File: config.mk
export PLATFORM = sky130hd
export DESIGN_NAME = imem_loader_flat
export DESIGN_NICKNAME = d
export VERILOG_FILES = /design/src/rtl/imem_loader_if.sv /design/src/rtl/imem_loader.sv /design/src/flat_wrapper.sv
export SDC_FILE = /design/constraint.sdc
export NUM_CORES = 1
export LEC_CHECK = 0
export CAP_MARGIN = 0
export CORE_AREA = 2 2 143 89
export CTS_BUF_LIST = sky130_fd_sc_hd__clkbuf_8
export DETAILED_ROUTE_END_ITERATION = 16
export DIE_AREA = 0 0 145 91
export GPL_TIMING_DRIVEN = 0
export PLACE_DENSITY = 0.64
export SKIP_CTS_REPAIR_TIMING = 1
export SLEW_MARGIN = 20
export SYNTH_ARGS = -nofsm -noshare
export SYNTH_HDL_FRONTEND = slang
export SYNTH_SLANG_ARGS = --single-unit
File: constraint.sdc
create_clock -name clk -period 9 [get_ports clk]
set_input_delay 0.9 -clock clk [delete_from_list [all_inputs] [get_ports clk]]
set_output_delay 0.9 -clock clk [all_outputs]
set_load 0.01 [all_outputs]
File: src/rtl/imem_loader_if.sv
// Byte-stream handshake and instruction-memory write port of imem_loader.
// The master modport is the loader's view. The slave modport is the view of
// the byte source and the memory.
interface imem_loader_if #(
  parameter int unsigned ADDR_W = 12
);
  logic              byte_valid;
  logic [7:0]        byte_data;
  logic              byte_ready;
  logic              imem_we;
  logic [ADDR_W-1:0] imem_addr;
  logic [31:0]       imem_wdata;

  modport master (
    input  byte_valid, byte_data,
    output byte_ready, imem_we, imem_addr, imem_wdata
  );

  modport slave (
    output byte_valid, byte_data,
    input  byte_ready, imem_we, imem_addr, imem_wdata
  );
endinterface

File: src/rtl/imem_loader.sv
// imem_loader: loads a program image into the instruction memory from a byte
// stream. The stream is LEN_LO, LEN_HI, then N little-endian 32-bit words.
// The loader holds the CPU in reset while a load is running.
// Optional feature: define IMEM_LOADER_CSUM_EN to require one trailer byte.
// That byte must equal the XOR of all payload bytes, and it is checked after
// the last word has been written.
module imem_loader #(
  parameter int unsigned ADDR_W = 12
) (
  input  logic         clk,
  input  logic         res,
  input  logic         start,
  imem_loader_if.master bus,
  output logic         cpu_res,
  output logic         busy,
  output logic         done,
  output logic         err
);

  typedef enum logic [2:0] {
    S_IDLE,
    S_LEN_LO,
    S_LEN_HI,
    S_DATA,
`ifdef IMEM_LOADER_CSUM_EN
    S_CSUM,
`endif
    S_DONE,
    S_ERR
  } state_t;

  // State entered after the last payload word has been written.
`ifdef IMEM_LOADER_CSUM_EN
  localparam state_t S_FINAL = S_CSUM;
`else
  localparam state_t S_FINAL = S_DONE;
`endif

  localparam logic [31:0]   MAX_WORDS = 32'(1) << ADDR_W;
  localparam logic [ADDR_W:0] CNT_ONE = {{ADDR_W{1'b0}}, 1'b1};

  state_t            r_state;
  logic              r_ready;
  logic              r_busy;
  logic              r_cpu_res;
  logic              r_done;
  logic              r_err;
  logic              r_we;
  logic [ADDR_W-1:0] r_addr;
  logic [31:0]       r_wdata;
  logic [ADDR_W:0]   r_cnt;
  logic [15:0]       r_len;
  logic [7:0]        r_len_lo;
  logic [1:0]        r_lane;
  logic [23:0]       r_asm;
`ifdef IMEM_LOADER_CSUM_EN
  logic [7:0]        r_csum;
`endif

  logic              w_hs;
  logic [15:0]       w_len;
  logic [31:0]       w_word;
  logic [ADDR_W:0]   w_cnt_inc;
  logic              w_last;

  assign w_hs      = bus.byte_valid && r_ready;
  assign w_len     = {bus.byte_data, r_len_lo};
  assign w_word    = {bus.byte_data, r_asm};
  assign w_cnt_inc = r_cnt + CNT_ONE;
  assign w_last    = (32'(w_cnt_inc) == 32'(r_len));

  assign bus.byte_ready = r_ready;
  assign bus.imem_we    = r_we;
  assign bus.imem_addr  = r_addr;
  assign bus.imem_wdata = r_wdata;
  assign cpu_res        = r_cpu_res;
  assign busy           = r_busy;
  assign done           = r_done;
  assign err            = r_err;

  // The status outputs depend only on the state. Each transition loads them
  // from this table together with the new state, so they stay registered.
  // Bit order: {byte_ready, busy, cpu_res, done, err}.
  function automatic logic [4:0] f_flags(input state_t s);
    case (s)
      S_LEN_LO, S_LEN_HI, S_DATA: return 5'b11100;
`ifdef IMEM_LOADER_CSUM_EN
      S_CSUM:                     return 5'b11100;
`endif
      S_DONE:                     return 5'b00010;
      S_ERR:                      return 5'b00101;
      default:                    return 5'b00000;
    endcase
  endfunction

  // Main load FSM: accepts bytes, assembles words, and issues memory writes.
  always_ff @(posedge clk or negedge res) begin
    if (!res) begin
      r_state   <= S_IDLE;
      r_ready   <= 1'b0;
      r_busy    <= 1'b0;
      r_cpu_res <= 1'b0;
      r_done    <= 1'b0;
      r_err     <= 1'b0;
      r_we      <= 1'b0;
      r_addr    <= '0;
      r_wdata   <= '0;
      r_cnt     <= '0;
      r_len     <= '0;
      r_len_lo  <= '0;
      r_lane    <= '0;
      r_asm     <= '0;
`ifdef IMEM_LOADER_CSUM_EN
      r_csum    <= '0;
`endif
    end else begin
      r_we <= 1'b0;
      case (r_state)
        S_IDLE, S_DONE, S_ERR: begin
          if (start) begin
            r_state <= S_LEN_LO;
            {r_ready, r_busy, r_cpu_res, r_done, r_err} <= f_flags(S_LEN_LO);
            r_cnt   <= '0;
            r_len   <= '0;
            r_lane  <= '0;
            r_asm   <= '0;
`ifdef IMEM_LOADER_CSUM_EN
            r_csum  <= '0;
`endif
          end
        end
        S_LEN_LO: begin
          if (w_hs) begin
            r_len_lo <= bus.byte_data;
            r_state  <= S_LEN_HI;
            {r_ready, r_busy, r_cpu_res, r_done, r_err} <= f_flags(S_LEN_HI);
          end
        end
        S_LEN_HI: begin
          if (w_hs) begin
            r_len <= w_len;
            if (32'(w_len) > MAX_WORDS) begin
              r_state <= S_ERR;
              {r_ready, r_busy, r_cpu_res, r_done, r_err} <= f_flags(S_ERR);
            end else if (w_len == 16'd0) begin
              r_state <= S_FINAL;
              {r_ready, r_busy, r_cpu_res, r_done, r_err} <= f_flags(S_FINAL);
            end else begin
              r_state <= S_DATA;
              {r_ready, r_busy, r_cpu_res, r_done, r_err} <= f_flags(S_DATA);
            end
          end
        end
        S_DATA: begin
          if (w_hs) begin
            r_lane <= r_lane + 2'd1;
`ifdef IMEM_LOADER_CSUM_EN
            r_csum <= r_csum ^ bus.byte_data;
`endif
            case (r_lane)
              2'd0: r_asm[7:0]   <= bus.byte_data;
              2'd1: r_asm[15:8]  <= bus.byte_data;
              2'd2: r_asm[23:16] <= bus.byte_data;
              default: begin
                // The write is issued from this handshake, so the strobe
                // appears in the following cycle. The state moves on at the
                // same time, which keeps byte_ready low right after the last
                // word.
                r_we    <= 1'b1;
                r_addr  <= r_cnt[ADDR_W-1:0];
                r_wdata <= w_word;
                r_cnt   <= w_cnt_inc;
                if (w_last) begin
                  r_state <= S_FINAL;
                  {r_ready, r_busy, r_cpu_res, r_done, r_err} <= f_flags(S_FINAL);
                end
              end
            endcase
          end
        end
`ifdef IMEM_LOADER_CSUM_EN
        S_CSUM: begin
          if (w_hs) begin
            if (bus.byte_data == r_csum) begin
              r_state <= S_DONE;
              {r_ready, r_busy, r_cpu_res, r_done, r_err} <= f_flags(S_DONE);
            end else begin
              r_state <= S_ERR;
              {r_ready, r_busy, r_cpu_res, r_done, r_err} <= f_flags(S_ERR);
            end
          end
        end
`endif
        default: begin
          r_state <= S_IDLE;
          {r_ready, r_busy, r_cpu_res, r_done, r_err} <= f_flags(S_IDLE);
        end
      endcase
    end
  end

endmodule

File: src/flat_wrapper.sv
// flat-port wrapper written by rule: the top's interface ports become plain ports
module imem_loader_flat 
#(
  parameter int unsigned ADDR_W = 12
)
  (clk, res, start, cpu_res, busy, done, err, bus_byte_valid, bus_byte_data, bus_byte_ready, bus_imem_we, bus_imem_addr, bus_imem_wdata);
  imem_loader_if #(.ADDR_W(ADDR_W)) bus_i ();
  input  logic clk;
  input  logic res;
  input  logic start;
  output logic cpu_res;
  output logic busy;
  output logic done;
  output logic err;
  input wire logic [$bits(bus_i.byte_valid)-1:0] bus_byte_valid;
  input wire logic [$bits(bus_i.byte_data)-1:0] bus_byte_data;
  output wire logic [$bits(bus_i.byte_ready)-1:0] bus_byte_ready;
  output wire logic [$bits(bus_i.imem_we)-1:0] bus_imem_we;
  output wire logic [$bits(bus_i.imem_addr)-1:0] bus_imem_addr;
  output wire logic [$bits(bus_i.imem_wdata)-1:0] bus_imem_wdata;
  assign bus_i.byte_valid = bus_byte_valid;
  assign bus_i.byte_data = bus_byte_data;
  assign bus_byte_ready = bus_i.byte_ready;
  assign bus_imem_we = bus_i.imem_we;
  assign bus_imem_addr = bus_i.imem_addr;
  assign bus_imem_wdata = bus_i.imem_wdata;
  imem_loader #(.ADDR_W(ADDR_W)) u_core (.clk(clk), .res(res), .start(start), .bus(bus_i), .cpu_res(cpu_res), .busy(busy), .done(done), .err(err));
endmodule
Word level (Yosys, flattened, before mapping) --
Cells that the tools add are included.
Storage, ports and cells: register bits after elaboration 115, bits in latches 0, memory bits (writable) 0, memories 0, input port bits 12, logic and storage cells 105, bits in read-only memories 0, output and inout bits 50
Cells by class: shift operators 0, $add $sub $neg 2, multiplexer cells 52, multipliers 0, eq/ne operators 17, reduce and logical (&&, ||, !) cells 17, bitwise operators 1, order comparisons 1, div/mod/pow operators 0
Operators by type and width (number):
- $mux W24 | 2
- $pmux W24 S2 | 1
- $mux W13 | 3
- $mux W16 | 2
- $pmux W16 S2 | 1
- $pmux W13 S2 | 1
- $mux W3 | 8
- $mux W8 | 3
- $mux W1 | 23
- $eq A13 B16 Y1 | 1
- $gt A16 B13 Y1 const B | 1
- $logic_not A16 Y1 | 1
- $pmux W1 S4 | 4
- $reduce_and A4 Y1 | 4
- $ne A2 B1 Y1 const B | 7
- $add A13 B1 Y13 const B | 1
- $pmux W3 S4 | 1
- $reduce_and A3 Y1 | 3
- $eq A3 B2 Y1 const B | 2
- $eq A3 B3 Y1 const B | 2
- $reduce_and A6 Y1 | 1
- $reduce_or A3 Y1 | 2
- $mux W2 | 2
- $ne A2 B2 Y1 const B | 2
- 11 further kinds | 12

Depth between registers and ports, before layout --
depth in word-level cells 6, depth in mapped cells 9, depth with buffers taken out 7

Worst setup path after synthesis --
No wires, ideal clock.
path kind reg-to-reg, start reg u_core.r_cnt[0], end reg u_core.r_cpu_res (netlist: u_core.cpu_res), arrival time 2.775 ns, library setup time 0.120 ns, required time 8.880 ns, buffers on the path 0, setup slack 6.105 ns, clock period less this slack 2.895 ns, stages on the path, launching flop included 8, path through dfrtp_1 -> ha_1 -> xor2_1 -> or4_1 -> or4b_1 -> or4_4 -> or4_1 -> o211a_1
Between the ends: word-level cells in the longest chain between the ends 4
Ends and longest elaborated chain:
- start: declaration | RTL line imem_loader.sv:51 | logic [ADDR_W:0] r_cnt;
- start signal: assignment | RTL line imem_loader.sv:172 | r_cnt <= w_cnt_inc;
- $add A13 B1 Y13 | RTL line imem_loader.sv:69 | assign w_cnt_inc = r_cnt + CNT_ONE;
- $eq A13 B16 Y1 | RTL line imem_loader.sv:70 | assign w_last = (32'(w_cnt_inc) == 32'(r_len));
- $ne A2 B1 Y1 (no line)
- $reduce_and A6 Y1 (no line)
- end signal: assignment | RTL line imem_loader.sv:122 | {r_ready, r_busy, r_cpu_res, r_done, r_err} <= f_flags(S_LEN_LO);
- end signal: assignment | RTL line imem_loader.sv:136 | {r_ready, r_busy, r_cpu_res, r_done, r_err} <= f_flags(S_LEN_HI);
- end signal: assignment | RTL line imem_loader.sv:144 | {r_ready, r_busy, r_cpu_res, r_done, r_err} <= f_flags(S_ERR);
- end: declaration | RTL line imem_loader.sv:45 | logic r_cpu_res;
Every way passes these cells. A chain may end at the register's enable or synchronous reset.

Final worst setup path --
Same ends and word-level chain as after synthesis.

==> impl_metrics.json <==
{
  "outcome": "completed",
  "finalCritPeriodShare_pct": 35.98,
  "clkSinkCount": 115,
  "criticalPathCategory": "reg -> reg",
  "place_hpwl_um": 9701,
  "worstMarginPinSlew_ns": 0.9103,
  "die-area_mm2": 0.01320,
  "path_max_fanout": 8,
  "wirelength_um": 13490,
  "cts-buffers-inserted": 17,
  "multi_input_area_mm2": 0.002211,
  "rsz0062_at_grt": "false",
  "final-hold-violation-count": 0,
  "synth_edf_count": 0,
  "crit_path_start": "u_core.r_cnt[0]",
  "cts_tree": "yes",
  "clock_path_buffers": 2,
  "io_buffers": 61,
  "p_leak_nw": 3.102,
  "syn_to_final_growth_pct": 24.70,
  "syn_nets": 603,
  "relSlewSlack_pct": 38.68,
  "drive_gt1_share_pct": 9.265,
  "r2r_start": "u_core.r_cnt[0]",
  "place_inst": 813,
  "insertion_delay_ns": 0.43,
  "ys_ff_latch": 115,
  "fill_cells": 1081,
  "drv_cap": 0,
  "netlist_area_mm2": 0.005269,
  "first_iter_violations": 284,
  "crit_arrival_ns": 3.57,
  "core_mm2": 0.01183,
  "yosysUniqueCellTypes": 51,
  "num_antenna_cells": 0,
  "nets": 684,
  "via_per_inst": 5.266,
  "dr_total_vias": 4450,
  "start_util_pct": 44.54,
  "period_needed_ns": 3.238,
  "final_cells": 845,
  "grt_antenna_before_repair": 0,
  "vdd_ir_drop_max_v": 0.00009529,
  "synth_ff_type": "dfrtp_1",
  "yosysSeqAreaShare_pct": 54.62,
  "grt_pass1_wl_um": 21980,
  "cts_root_buf": "clkbuf_8",
  "skew_ns": 0.01603,
  "boundaryPins": 62,
  "critPathCaptureType": "register",
  "tns_ns": 0,
  "clkTransAtPathRegs_ns": 0.08,
  "post_drt_wl_per_cell_um": 15.96,
  "die_w_um": 145,
  "grt-ovfl-total": 0,
  "grt_pass1_vias": 4163,
  "hold_path.class": "in -> async",
  "startpoint_type": "register",
  "rrSetupSlack_ns": 5.76,
  "gp_congestion": 0.8870,
  "postSynth.asyncResetShare_pct": 100.0,
  "regArea_mm2": 0.002878,
  "first_pass_iters": 5,
  "yosys_warnings": 0,
  "h-tree-depth": 4,
  "setup_viol": 0,
  "die_h_um": 91,
  "drc": 0,
  "drv_slew": 0,
  "grt_max_degree": 83,
  "synth_cells": 586,
  "rows": 31,
  "track_usage_pct": 21.25,
  "fmax_mhz": 308.8,
  "required_ns": 9.33,
  "ant_nets": 0,
  "p_per_area_mw_per_mm2": 166.3,
  "synth_area_per_cell_um2": 8.991
}
## critical path, cell delays in order, from the launching register on
cell     delay [ns]
dfrtp_1        0.53
ha_1           0.39
xor2_1         0.16
or4_1          0.40
or4b_1         0.49
or4_4          0.46
or4_1          0.53
o211a_1        0.16
## routing by layer
metal,up-vias,global-route usage (%),wire [um]
met1,2155,33.57,7063
met2,144,28.02,5310
li1,2130,-,-
met5,-,0,0
met3,21,4.874,913
met4,0,7.426,199
## cells in the final DEF (no fill, tap or decap), drive strengths merged, types with 6 or more instances in the layout
master and n:
clkdlybuf4s50 60, nand3 9, clkbuf 44, and3 7, dfrtp 115, xnor2 7
nor2 22, nor4 8, o31ai 8, o21ai 72, nand2 217, buf 7
inv 13, a21oi 10, mux2 8, xor2 6
## sequential cells by signal (all words and copies together), names as in the netlist
| signal | cells |
|---|---|
| u_core.r_cnt | 13 |
| u_core.done | 1 |
| u_core.r_len_lo | 8 |
| u_core.bus.imem_wdata | 32 |
| u_core.r_state | 3 |
| u_core.r_len | 16 |
| u_core.err | 1 |
| u_core.r_lane | 2 |
| u_core.bus.byte_ready | 1 |
| u_core.bus.imem_we | 1 |
| u_core.r_asm | 24 |
| u_core.bus.imem_addr | 12 |
| u_core.cpu_res | 1 |
## worst paths after layout
kind | end | cells past startpoint
hold reg to reg | u_core.bus.imem_wdata[19] | 2
max in group asynchronous | u_core.r_len[2] | 2
setup reg to reg | u_core.cpu_res | 7
min in group clk | u_core.bus.imem_wdata[19] | 2
setup / recovery | u_core.cpu_res | 7
hold / removal | u_core.bus.imem_wdata[7] | 1
## synthesized netlist by cell type, types with 2 or more instances
cell type	instances	area share, %
mux2_2	8	1.7
or4_1	4	0.57
o31ai_1	8	1.1
or3_1	2	0.24
and3_1	7	0.83
xnor2_1	7	1.2
o21ai_0	69	6.6
nor2b_1	4	0.47
o31a_1	2	0.33
a21o_1	2	0.28
buf_4	3	0.43
nor3_1	3	0.28
or2_2	3	0.36
xor2_1	6	1.0
buf_2	2	0.19
nor2_1	21	1.5
o21ai_1	3	0.28
inv_1	8	0.57
a21oi_1	10	0.95
a31oi_1	5	0.59
nor4_1	6	0.71
o211ai_1	4	0.57
nand2b_1	3	0.36
or4b_1	2	0.38
dfrtp_1	115	55
nand2_1	217	15
clkbuf_1	23	1.6
clkbuf_8	2	0.52
ha_1	5	1.2
nand4_1	3	0.36
nand3_1	9	0.85
## layout make-up
cell class	instances	area share, %
Buffer	30	2.228
Clock buffer	19	3.980
Clock inverter	13	2.952
Inverter	9	0.5142
Multi-Input combinational cell	432	33.65
Sequential cell	115	43.80
Tap cell	165	3.142
Timing Repair Buffer	62	9.731
## power by group
part	internal (mW)	total (mW)	switching (mW)
Clock	0.321	0.553	0.232
Sequential	0.516	0.516	0
Combinational	0.00694	0.0236	0.0166
## cell families (layout without fill, tap and decap cells)
family	after synthesis	in the layout	synth area share [%]
AND/OR/NAND/NOR	295	295	24.46
AO/OA/AOI/OAI	110	110	12.25
buffers and inverters	39	133	3.420
multiplexers	9	9	1.900
adder cells (fa/ha/maj)	5	5	1.187
XOR/XNOR	13	13	2.161
flip-flops	115	115	54.62
## through the flow
stage          util (%)  hold WS (ns)  area (um2)  total power [mW]  setup slack, ns
2_1_floorplan         -        0.4386        5269            0.5293            6.105
3_3_place_gp      51.44        0.4583        6086            0.5490            2.635
3_5_place_dp      51.69        0.4576        6115            0.5508            5.589
4_1_cts           55.54        0.3346        6570             1.102            5.791
5_1_grt           55.54        0.3431        6570             1.127            5.718
6_report          55.54        0.3395        6570             1.093            5.762
Note: power is estimated with default switching activity, not from simulation.
